===== src/rtl/multi_in_filter_if.sv =====
// Pin-side bundle of the multi-channel input filter: raw pins and bypass in,
// filtered levels and edge strobes out.
interface multi_in_filter_if #(
  parameter int CHANNELS = 8
);
  logic [CHANNELS-1:0] pin;
  logic [CHANNELS-1:0] bypass;
  logic [CHANNELS-1:0] rd;
  logic [CHANNELS-1:0] rise;
  logic [CHANNELS-1:0] fall;

  modport master (output pin, output bypass, input rd, input rise, input fall);
  modport slave  (input pin, input bypass, output rd, output rise, output fall);
endinterface


===== src/rtl/multi_in_filter.sv =====
// Per-channel synchroniser, saturating up/down glitch counter and Schmitt-trigger
// thresholds with optional bypass; emits the filtered level plus rise/fall strobes.
module multi_in_filter #(
  parameter int CHANNELS    = 8,
  parameter int SYNC_STAGES = 3,
  parameter int FILTERBITS  = 5,
  parameter int SET_LEVEL   = 24,
  parameter int CLR_LEVEL   = 7,
  parameter int RESET_VALUE = 0
) (
  input  logic               clk,
  input  logic               rst,
  multi_in_filter_if.slave   io
);

  if (CHANNELS < 1 || SYNC_STAGES < 2 || FILTERBITS < 3 || CLR_LEVEL < 0 ||
      CLR_LEVEL >= SET_LEVEL || SET_LEVEL > (1 << FILTERBITS) - 1 ||
      (RESET_VALUE != 0 && RESET_VALUE != 1)) begin : g_param_err
    $error("multi_in_filter: illegal parameter combination");
  end

  localparam logic                  RV      = (RESET_VALUE != 0);
  localparam logic [FILTERBITS-1:0] CNT_MAX = {FILTERBITS{1'b1}};
  localparam logic [FILTERBITS-1:0] CNT_RST = RV ? CNT_MAX : '0;
  localparam logic [FILTERBITS-1:0] SET_L   = FILTERBITS'(SET_LEVEL);
  localparam logic [FILTERBITS-1:0] CLR_L   = FILTERBITS'(CLR_LEVEL);

  logic [CHANNELS-1:0] rd_v;
  logic [CHANNELS-1:0] rise_v;
  logic [CHANNELS-1:0] fall_v;

  for (genvar c = 0; c < CHANNELS; c++) begin : g_ch
    logic [SYNC_STAGES-1:0] sync_q;
    logic [FILTERBITS-1:0]  cnt_q, cnt_d;
    logic                   rd_q, rd_d;
    logic                   rise_q, fall_q;
    logic                   s;

    assign s = sync_q[SYNC_STAGES-1];

    always_comb begin
      cnt_d = cnt_q;
      if (s && cnt_q != CNT_MAX)
        cnt_d = cnt_q + FILTERBITS'(1);
      else if (!s && cnt_q != '0)
        cnt_d = cnt_q - FILTERBITS'(1);
    end

    // Thresholds act on the current count, so rd trails the counter by one edge.
    always_comb begin
      rd_d = rd_q;
      if (io.bypass[c])
        rd_d = s;
      else if (cnt_q >= SET_L)
        rd_d = 1'b1;
      else if (cnt_q <= CLR_L)
        rd_d = 1'b0;
    end

    always_ff @(posedge clk or posedge rst) begin
      if (rst) begin
        sync_q <= {SYNC_STAGES{RV}};
        cnt_q  <= CNT_RST;
        rd_q   <= RV;
        rise_q <= 1'b0;
        fall_q <= 1'b0;
      end else begin
        sync_q <= {sync_q[SYNC_STAGES-2:0], io.pin[c]};
        cnt_q  <= cnt_d;
        rd_q   <= rd_d;
        rise_q <= rd_d & ~rd_q;
        fall_q <= ~rd_d & rd_q;
      end
    end

    assign rd_v[c]   = rd_q;
    assign rise_v[c] = rise_q;
    assign fall_v[c] = fall_q;
  end

  assign io.rd   = rd_v;
  assign io.rise = rise_v;
  assign io.fall = fall_v;

endmodule


===== src/flat_wrapper.sv =====
// flat-port wrapper written by rule: the top's interface ports become plain ports
module multi_in_filter_flat 
#(
  parameter int CHANNELS    = 8,
  parameter int SYNC_STAGES = 3,
  parameter int FILTERBITS  = 5,
  parameter int SET_LEVEL   = 24,
  parameter int CLR_LEVEL   = 7,
  parameter int RESET_VALUE = 0
)
  (clk, rst, io_pin, io_bypass, io_rd, io_rise, io_fall);
  multi_in_filter_if #(.CHANNELS(CHANNELS)) io_i ();
  input  logic clk;
  input  logic rst;
  input wire logic [$bits(io_i.pin)-1:0] io_pin;
  input wire logic [$bits(io_i.bypass)-1:0] io_bypass;
  output wire logic [$bits(io_i.rd)-1:0] io_rd;
  output wire logic [$bits(io_i.rise)-1:0] io_rise;
  output wire logic [$bits(io_i.fall)-1:0] io_fall;
  assign io_i.pin = io_pin;
  assign io_i.bypass = io_bypass;
  assign io_rd = io_i.rd;
  assign io_rise = io_i.rise;
  assign io_fall = io_i.fall;
  multi_in_filter #(.CHANNELS(CHANNELS), .SYNC_STAGES(SYNC_STAGES), .FILTERBITS(FILTERBITS), .SET_LEVEL(SET_LEVEL), .CLR_LEVEL(CLR_LEVEL), .RESET_VALUE(RESET_VALUE)) u_core (.clk(clk), .rst(rst), .io(io_i));
endmodule

===== config.mk =====
export PLATFORM = sky130hd
export DESIGN_NAME = multi_in_filter_flat
export DESIGN_NICKNAME = d
export VERILOG_FILES = /design/src/rtl/multi_in_filter_if.sv /design/src/rtl/multi_in_filter.sv /design/src/flat_wrapper.sv
export SDC_FILE = /design/constraint.sdc
export NUM_CORES = 1
export LEC_CHECK = 0
export CAP_MARGIN = 20
export CORE_MARGIN = 3
export CORE_UTILIZATION = 50
export DETAILED_ROUTE_END_ITERATION = 10
export PLACE_DENSITY = 0.71
export SETUP_SLACK_MARGIN = 0.02
export SYNTH_ARGS = -nofsm -noshare
export SYNTH_HDL_FRONTEND = slang
export SYNTH_SLANG_ARGS = --single-unit

===== constraint.sdc =====
create_clock -name clk -period 4.7 [get_ports clk]
set_input_delay 0.94 -clock clk [delete_from_list [all_inputs] [get_ports clk]]
set_output_delay 0.94 -clock clk [all_outputs]
set_load 0.1 [all_outputs]

## After elaboration in Yosys (flattened, before gate mapping)

Cells that the tools add are included.

- Register bits: 88
- Latch bits: 0
- Bits in writable memories: 0
- Memory bits (read-only): 0
- Bits of input ports: 18
- Output and inout port bits: 24
- Word-level logic and storage cells: 192
- Memories: 0

- Add/sub/neg operators: 16
- $mul: 0
- Divide/modulo/power cells: 0
- Order comparisons: 16
- Equal/unequal tests: 8
- Shifts and indexed selects: 0
- Muxes and demuxes: 40
- Bitwise operators: 32
- Reductions and logical operators: 40

Operators with widths:

| kind | count |
|---|---|
| $mux W5 | 16 |
| $add A5 B1 Y5 const B | 8 |
| $ge A5 B5 Y1 const B | 8 |
| $le A5 B3 Y1 const B | 8 |
| $ne A5 B5 Y1 const B | 8 |
| $reduce_bool A5 Y1 | 8 |
| $sub A5 B1 Y5 const B | 8 |
| $mux W1 | 24 |
| $and A1 B1 Y1 | 16 |
| $logic_and A1 B1 Y1 | 16 |
| $not A1 Y1 | 16 |
| $reduce_bool A2 Y1 | 8 |
| $logic_not A1 Y1 | 8 |

## Logic depth before layout (Yosys ltp)

Gate-level depths: netlist of the first run.

- Depth in word-level cells: 6
- Mapped depth: 8
- Mapped depth without buffers: 8

## Least setup slack after synthesis of the first run

OpenSTA, ideal clock, no wires.

- Path kind: register to register
- Start: register u_core.g_ch[6].cnt_q[4]
- End: register u_core.g_ch[6].cnt_q[4]
- Library setup time: 0.131 ns
- Arrival: 2.018 ns
- Data required time: 4.569 ns
- Path slack: 2.551 ns
- Cell stages (with the launch flop): 9
- Path buffers: 0
- Period minus slack after synthesis: 2.149 ns
- Cell sequence: dfrtp_1 nand3_1 o21ai_0 inv_1 fa_1 nand3b_1 nand2_1 mux2i_1 a22oi_1

- Longest elaborated chain between the ends: 3
- Elaborated cells on any way between the ends: 9
- Those cells by class: 2 x add/sub; 1 x eq/ne; 2 x mux; 4 x reduce/logical

RTL lines:

| element | RTL line | text |
|---|---|---|
| start, declared | multi_in_filter.sv:34 | `logic [FILTERBITS-1:0] cnt_q, cnt_d;` |
| start signal, assigned | multi_in_filter.sv:69 | `cnt_q <= cnt_d;` |
| $sub A5 B1 Y5, or another cell as far along | multi_in_filter.sv:46 | `cnt_d = cnt_q - FILTERBITS'(1);` |
| $mux W5, or another cell as far along | multi_in_filter.sv:45 | `else if (!s && cnt_q != '0)` |
| $mux W5 / $reduce_bool A2 Y1 (equally long branches) | -- |  |

Several ways; a longest one is shown, not always the timed one. The select of a mux whose other input is x is not followed.
A chain may end at the register's enable or synchronous reset.

## Worst setup path in the final report of the first run

- Start: register u_core.g_ch[4].rd_q
- End: output io_rd[4]

RTL lines:

| element | RTL line | text |
|---|---|---|
| start, declared | multi_in_filter.sv:35 | `logic rd_q, rd_d;` |
| start signal, assigned | multi_in_filter.sv:70 | `rd_q <= rd_d;` |
| end, declared | flat_wrapper.sv:17 | `output wire logic [$bits(io_i.rd)-1:0] io_rd;` |

No word-level cell between the ends.

==> metrics.txt, run 1 <==
Synth area leaders dfrtp_1 51%, ha_1 7.3%, a21oi_1 5.3%, buf_4 4.2%, fa_1 3.7%; share of post-route cells with drive strength above 1 0.0615; clk_lat worst skew about 350 ps; buffer count from post-CTS setup fixing 0; hold path startpoint u_core.g_ch[6].sync_q[0]; clock period minus worst slack about 2900 ps; VDD IR-drop max 0.325 mV; final setup margin approximately 1800 ps; Slew @ Worst Pin 977 ps; H-Tree Level Count 3; PostCTS Resize Cnt 0; Hold Crit Class flip-flop to flip-flop; Distinct cells, synth 30; clk slew on worst S/H paths 80 ps; GRT met1 Usage 0.204; met3 usage in global routing 0.0460; Max Buffers Root-to-Sink 2; Worst path max stage delay 1160 ps; grt total ovfl 0; pre-CTS WS about 2200 ps; die width 98.6 µm; final hold violations 0; CP Max Fanout 5; GRT Max-Usage Layer met2; max_cap viols 0; CP startpoint u_core.g_ch[4].rd_q; fin crit share 0.607; max frequency between 300 and 400 MHz; worst setup path class flip-flop to output pin; fin nets 470; Core Box Area between 0.008 and 0.009 mm²; CP top delay family buffers and inverters; TritonCTS clock tree done; Final Skew approximately 6.4 ps; wirelength, routed a little over 7000 µm; Iteration-0 DRC Markers 70; cell taking the most area after synthesis dfrtp_1; first-pass GRT wire length around 13,000 µm; Clock Sink Count 88; WP data arrival ~1900 ps; commonest non-fill, non-tap cell in the layout dfrtp_1; RSZ-0062 raised after global routing false; post-route ant nets 0; static leakage roughly 2.2 nW; Vias 2,857; Site Rows 33; final setup TNS 0 ps; met2 usage 0.258; slowest stage cell on the critical path clkdlybuf4s50_1; outcome finished, final reports clean; Mean Syn Cell Area approximately 11 µm²; post-synthesis sequential area ratio 0.514; Initial Utilization 0.519; Worst Path Required approximately 3800 ps; vias per cell 5.41; n_diodes 0; DRT Pass-1 Iters 4; Synthesized Nets 440; Final setup viols 0; largest net degree at the start of global routing 37; layout overhead on the synthesized area 13.1%; Setup crit end kind output pin; wire per inst about 13 µm; Synth Instances slightly below 400; most frequent cells in the layout 88 x dfrtp_1, 45 x a21oi_1, 41 x clkdlybuf4s50_1; Ys Warns 0; Root Driver clkbuf_8; die height ~100 µm; Port-buffer cells between 40 and 50; crit-path cells clkdlybuf4s50_1; number of synthesized register bits 88; Pwr Density between 700 and 800 mW/mm²; initial antenna violation count 0; Slew headroom 0.346; CP bufs+invs 1; Startpoint Class flip-flop; Inserted Clock Buffers 9; die area roughly 0.0097 mm²; Final HPWL DP between 5000 and 6000 µm; Post-CTS Hold Buffers 0; io pins 42; Synth top area share 0.514; total track usage 0.159; GP Congestion about 0.8; DRC Markers 0; Mapped Area ~0.0043 mm²; Reg2Reg Launch Point u_core.g_ch[6].cnt_q[4]; vias in the first global route approximately 2,900; Final Max Tran Viols 0
## kinds of logic (layout without fill, tap and decap cells)
group	Yosys count	after routing	synth area share
xor gates and xnor gates	20	20	0.0409
adders and majority gates	33	33	0.110
buffers and inverters	51	85	0.0657
muxes	2	2	0.00467
DFF	88	88	0.514
AOI/OAI and AO/OA	99	99	0.133
and+or+nand+nor	96	96	0.131
## layout make-up
class	instances	area, µm²
sequential	88	2200
clock inverter	2	13.8
inverter	27	103
timing repair buffer	43	425
fill	714	3410
multi-input combinational	250	1800
tap	105	131
clock buffer	13	169
## routing by layer
metal	vias to the layer above	part of all wire
met3	15	0.046
li1	1401	-
met1	1384	0.45
met4	0	0.018
met2	57	0.48
met5	-	0
## Yosys cell counts
master	n
a21o_1	17
a21oi_1	45
a22oi_1	1
and2_1	8
and4_1	2
buf_4	24
dfrtp_1	88
fa_1	8
ha_1	25
inv_1	27
mux2i_1	2
nand2_1	17
nand3_1	7
nand3b_1	1
nand4_1	2
nor2_1	22
nor2b_1	2
nor3_1	11
nor3_2	1
nor3_4	4
nor3b_1	6
o21ai_0	29
o22ai_1	1
o32a_1	4
o32ai_1	2
or3_1	5
or4_1	4
or4_4	4
xnor2_1	12
xor2_1	8
## worst register-to-register path: cells and delay by family, from the launching register on
family | cells | cell delay [ps]
compound gates | 2 | 680
fa+ha+maj | 1 | 470
buf+inv | 1 | 150
flops | 1 | 440
mux | 1 | 190
simple gates | 3 | 410
## worst paths after layout
path                                            end  slack [ps]  cells after the start
setup / recovery                           io_rd[4]        1850                      1
setup reg to reg            u_core.g_ch[6].cnt_q[4]        2240                      8
hold / removal             u_core.g_ch[6].sync_q[1]         350                      0
hold reg to reg            u_core.g_ch[6].sync_q[1]         350                      0
max in group asynchronous   u_core.g_ch[6].cnt_q[0]        2930                      3
min in group asynchronous  u_core.g_ch[4].sync_q[0]         970                      2
## metrics by stage
stage / hold slack, ps / instances / utilization / area [µm²] / power [W]
3_3_place_gp: 332 / 513 / 0.565 / 4660 / 0.00305
5_1_grt: 363 / 528 / 0.587 / 4840 / 0.00390
6_report: 351 / 528 / 0.587 / 4840 / 0.00359
4_1_cts: 355 / 528 / 0.587 / 4840 / 0.00363
2_1_floorplan: 331 / 389 / - / 4280 / 0.00284
3_5_place_dp: 335 / 513 / 0.565 / 4660 / 0.00313
## report_power, final
| group | switching (W) | leakage, nW | total [W] | internal (W) |
|---|---|---|---|---|
| Clock | 0.000249 | 0.0955 | 0.000482 | 0.000233 |
| Sequential | 0.000300 | 1.05 | 0.00133 | 0.00103 |
| Combinational | 0.00108 | 1.08 | 0.00178 | 0.000700 |
| Total | 0.00163 | 2.23 | 0.00359 | 0.00196 |
## sequential cells by signal (all words and copies together) (netlist names)
name / count
u_core.g_ch.cnt_q: 40
u_core.g_ch.rise_q: 8
u_core.g_ch.fall_q: 8
u_core.g_ch.rd_q: 8
u_core.g_ch.sync_q: 24
No activity file was read; power rests on OpenSTA's default activity.
==> inputs of run 2 (changes only) <==
Settings changed: PLACE_DENSITY 0.71 to 0.74.
Clock period 4.7 ns to 2.6 ns, I/O delays scaled along.
==> run 2 against run 1 <==
Cell area is 0.15% higher; global-route usage hardly changed; die area stayed put; sequential power is 80% higher; combinational power is 81% higher; via count stayed put; hold slack worse by 12 ps; sequential cell count stayed put; wire length is 0.89% higher; power is 85% higher; worst setup slack worse by 1600 ps; non-clock buffer count is 3 higher; largest cell class unchanged.
==> metrics.txt, run 2 (synthesized netlist as in run 1, its figures left out) <==
outcome finished, final reports clean; first-pass GRT wire length 12,700 µm; Initial Utilization 0.519; fin nets 473; Site Rows 33; Clock Sink Count slightly below 90; fin crit share 0.894; Final Max Tran Viols 0; Startpoint Class flip-flop; buffer count from post-CTS setup fixing 0; die area slightly below 0.01 mm²; Hold Crit Class flip-flop to flip-flop; Port-buffer cells 41; clk_lat worst skew about 350 ps; Final HPWL DP approximately 5000 µm; Pwr Density roughly 1400 mW/mm²; share of post-route cells with drive strength above 1 0.124; initial antenna violation count 0; die width slightly below 100 µm; wirelength, routed between 7000 and 8000 µm; TritonCTS clock tree done; Iteration-0 DRC Markers 130; clock period minus worst slack ~2300 ps; vias per cell 5.37; Final Skew between 10 and 15 ps; Setup crit end kind flip-flop; static leakage 2.28 nW; grt total ovfl 0; max_cap viols 0; final hold violations 0; Final Non-Filler Cells 532; largest registers u_core.g_ch.cnt_q x40, u_core.g_ch.sync_q x24; layout overhead on the synthesized area 13.3%; wire per inst 13.4 µm; Slew @ Worst Pin 544 ps; DRT Pass-1 Iters 4; Slew headroom 0.633; Biggest register u_core.g_ch.cnt_q; H-Tree Level Count 3; post-route ant nets 0; n_diodes 0; GP Congestion between 0.8 and 0.9; vias in the first global route around 2,800; final setup TNS 0 ps; CP Max Fanout 5; max reg flops 40; WP data arrival 2550 ps; die height around 99 µm; most frequent cells in the layout 88 x dfrtp_1, 45 x a21oi_1, 28 x o21ai_0, 28 x buf_4, 26 x inv_1; clk slew on worst S/H paths around 90 ps; Max Buffers Root-to-Sink 2; largest net degree at the start of global routing 45; Vias 2,857; Power Total 0.00665 W; Core Box Area approximately 0.0083 mm²; total track usage 0.159; io pins 42; Inserted Clock Buffers 9; RSZ-0062 raised after global routing false; Worst Path Required between 2000 and 3000 ps; DP Cell Count 516; Post-CTS Hold Buffers 0; max frequency roughly 430 MHz; Root Driver clkbuf_8; commonest non-fill, non-tap cell in the layout dfrtp_1; worst setup path class flip-flop to flip-flop; DRC Markers 0; VDD IR-drop max around 0.73 mV; Final setup viols 0; final-layout fill cell count just under 700
run 2: cell types whose count changed in the layout (fill, tap and decap cells not counted):
| cell | change |
|---|---|
| bufinv_16 | +2 |
| buf_12 | +1 |
| o21ai_1 | +1 |
| clkinvlp_4 | +2 |
| o21ai_0 | -1 |
| clkbuf_1 | +1 |
| clkdlybuf4s50_1 | -24 |
| clkinv_2 | -1 |
| buf_4 | +26 |
| clkbuf_8 | -3 |
run 2: final timing paths:
path	start	endpoint	slack, ps	cells after the start
setup / recovery	u_core.g_ch[4].cnt_q[0]	u_core.g_ch[4].cnt_q[4]	280	7
hold / removal	u_core.g_ch[0].sync_q[1]	u_core.g_ch[0].sync_q[2]	340	0
setup reg to reg	u_core.g_ch[4].cnt_q[0]	u_core.g_ch[4].cnt_q[4]	280	7
hold reg to reg	u_core.g_ch[0].sync_q[1]	u_core.g_ch[0].sync_q[2]	340	0
max in group asynchronous	rst	u_core.g_ch[0].cnt_q[4]	1400	3
min in group asynchronous	rst	u_core.g_ch[3].fall_q	530	2
run 2: layer usage:
layer	GRT usage	wire length (µm)
met5	0	0
met2	0.248	3400
met1	0.212	3290
met3	0.0403	328
met4	0.0672	79
run 2: power by group:
group	total, W	leakage, nW	internal (W)	switching (W)
sequential	0.00240	1.05	0.00186	0.000544
clock	0.00102	0.104	0.000543	0.000474
combinational	0.00323	1.13	0.00124	0.00199
total	0.00665	2.28	0.00364	0.00300
run 2: cell type report:
type / count / area [µm²] / area share
Clock buffer: 11 / 131 / 0.0271
Clock inverter: 5 / 81.3 / 0.0168
Inverter: 27 / 105 / 0.0217
Multi-Input combinational cell: 250 / 1800 / 0.371
Sequential cell: 88 / 2200 / 0.454
Tap cell: 105 / 131 / 0.0271
Timing Repair Buffer: 46 / 400 / 0.0825
run 2: timing repair:
action                                  CTS  global route
endpoints found under the setup margin    0             1
hold endpoints to repair                  0             0
gates resized for setup                   0             1
run 2: worst max-delay path, stage by stage, from the launching register on:
cell and delay (ps):
dfrtp_1 470, nand3_1 120, o21ai_0 450, ha_1 370
a21o_1 170, a21oi_1 250, nor2_1 70, o32a_1 300
run 2: stage by stage:
stage               utilization  instance area [µm²]  setup WS, ps  hold WS [ps]
floorplan                     -                 4290           451           331
global placement          0.562                 4640           426           331
detailed placement        0.562                 4640           233           335
CTS                       0.588                 4850           213           344
global route              0.588                 4850          93.5           355
finish                    0.588                 4850           276           339
==> inputs of run 3 (changes only) <==
Settings changed: PLACE_DENSITY 0.74 to 0.73.
==> run 3 against run 2 <==
Power fell by 3.4%; non-clock buffer count rose by 1; sequential share of layout area rose by 0.41 points; sequential power barely moved; wire length fell by 0.68%; fmax rose by 0.51%; cell count fell by 0.19%; combinational power barely moved; via count fell by 1.5%; cell area fell by 0.90%; highest routed layer unchanged; critical endpoint is now u_core.g_ch[0].cnt_q[4].
==> metrics.txt, run 3 (synthesized netlist as in run 1, its figures left out) <==
outcome finished, final reports clean; Hold Path Depth 0; wirelength, routed 7060 µm; slowest stage cell on the critical path o21ai_0; largest net degree at the start of global routing 54; VDD IR-drop max about 0.6 mV; met3 WL around 290 µm; WL met2 3340 µm; RSZ-0062 raised after global routing false; total track usage 0.162; io pins 42; Iteration-0 DRC Markers 94; R2R Path End u_core.g_ch[0].cnt_q[4]; initial antenna violation count 0; r2r worst-path depth 7; Reg area 0.00220 mm²; DRT Pass-1 Iters 4; max layer used met4; clk slew on worst S/H paths around 80 ps; final setup TNS 0 ps; Port-buffer cells 41; Final Cell Area between 0.004 and 0.005 mm²; WP data arrival 2550 ps; Hold Crit Class flip-flop to flip-flop; first-pass GRT wire length about 13,000 µm; TritonCTS clock tree done; wire per inst between 10 and 15 µm; Final HPWL DP 5140 µm; CP startpoint u_core.g_ch[0].cnt_q[0]; vias in the first global route about 2,900; max reg flops 40; static leakage about 2.3 nW; Final setup viols 0; CP Max Fanout 5; Slew headroom 0.639; multi-input logic area about 0.0018 mm²; CP bufs+invs 0; Final Skew 6.62 ps; fin nets approximately 470; die height about 100 µm; final hold violations 0; largest registers u_core.g_ch.cnt_q x40, u_core.g_ch.sync_q x24; H-Tree Level Count 3; most frequent cells in the layout 88 x dfrtp_1, 45 x a21oi_1, 29 x buf_4; Startpoint Class flip-flop; critical path depth 7; Clock Sink Count a little under 90; Critical Path Sink u_core.g_ch[0].cnt_q[4]; Worst path max stage delay 480 ps; Vias 2,813; utilization after layout 0.582; Final Max Tran Viols 0; die area 0.00972 mm²; Core Box Area roughly 0.0083 mm²; max frequency roughly 430 MHz; vias per cell roughly 5.3; die width around 100 µm; Post-CTS Hold Buffers 0; post-placement cell area ~0.0046 mm²; crit-path cells nand4_1, o21ai_0, ha_1, a21o_1, a21oi_1, mux2i_1, o22ai_1; Worst Path Required 2840 ps; Pwr Density approximately 1300 mW/mm²; DRC Markers 0; grt total ovfl 0; share of post-route cells with drive strength above 1 0.124; n_diodes 0; final-layout fill cell count slightly above 700; r2r setup slk around 290 ps; Root Driver clkbuf_8; Biggest register u_core.g_ch.cnt_q; Max Buffers Root-to-Sink 2; clock period minus worst slack around 2300 ps; Inserted Clock Buffers 9; Reg2Reg Launch Point u_core.g_ch[0].cnt_q[0]; layout overhead on the synthesized area 12.2%; commonest non-fill, non-tap cell in the layout dfrtp_1; post-route ant nets 0; Initial Utilization 0.519; metal1 wirelength between 3000 and 4000 µm; fin crit share 0.889; Site Rows 33; worst setup path class flip-flop to flip-flop; max_cap viols 0; GP Congestion 0.908; Setup crit end kind flip-flop; CP top delay family compound AO/OA/AOI/OAI gates; Slew @ Worst Pin ~540 ps; clk_lat worst skew 350 ps
run 3: cell types whose count changed in the layout (fill, tap and decap cells not counted):
| cell | before | now |
|---|---|---|
| bufinv_16 | 2 | 0 |
| buf_4 | 28 | 29 |
| clkbuf_1 | 2 | 1 |
| clkbuf_8 | 9 | 10 |
| clkinv_4 | 1 | 0 |
| clkinvlp_4 | 2 | 3 |
run 3: through the flow:
stage / hold slack [ps] / power (W) / worst slack, ps / std cells
after floorplan: 331 / 0.00513 / 451 / 389
after global placement: 333 / 0.00550 / 428 / 517
after detailed placement: 336 / 0.00564 / 301 / 517
after CTS: 354 / 0.00649 / 293 / 531
after global routing: 362 / 0.00699 / 79.8 / 531
final: 351 / 0.00642 / 288 / 531
run 3: layer usage:
layer  vias to the layer above  GRT usage
li1                       1403          -
met1                      1359      0.213
met2                        43      0.258
met3                         8     0.0474
met4                         0     0.0546
met5                         -          0
run 3: worst min-delay path by stage:
stage | end | slack, ps | from
floorplan | u_core.g_ch[0].sync_q[1] | 330 | u_core.g_ch[0].sync_q[0]
global placement | u_core.g_ch[2].sync_q[1] | 330 | u_core.g_ch[2].sync_q[0]
detailed placement | u_core.g_ch[6].sync_q[1] | 340 | u_core.g_ch[6].sync_q[0]
CTS | u_core.g_ch[6].sync_q[1] | 350 | u_core.g_ch[6].sync_q[0]
global route | u_core.g_ch[6].sync_q[1] | 360 | u_core.g_ch[6].sync_q[0]
finish | u_core.g_ch[6].sync_q[1] | 350 | u_core.g_ch[6].sync_q[0]
run 3: repair_timing:
action / CTS / global route
resized for setup: 0 / 1
buffers inserted: 0 / 0
setup endpoints to repair: 0 / 1
run 3: cell type report:
cell class	count	area share
timing repair buffer	47	0.0848
clock inverter	3	0.00416
inverter	27	0.0219
clock buffer	11	0.0294
multi-input combinational	250	0.374
sequential	88	0.458
tap	105	0.0273
run 3: power by group:
group          switching [W]  total, W  internal [W]
Sequential          0.000531   0.00239       0.00186
Clock               0.000445  0.000806      0.000361
Combinational        0.00198   0.00322       0.00124
run 3: worst reg2reg max path, cell delays in order (launching register included):
cell and delay (ps):
dfrtp_1 430, nand4_1 150, o21ai_0 480, ha_1 380, a21o_1 170, a21oi_1 270
mux2i_1 240, o22ai_1 90
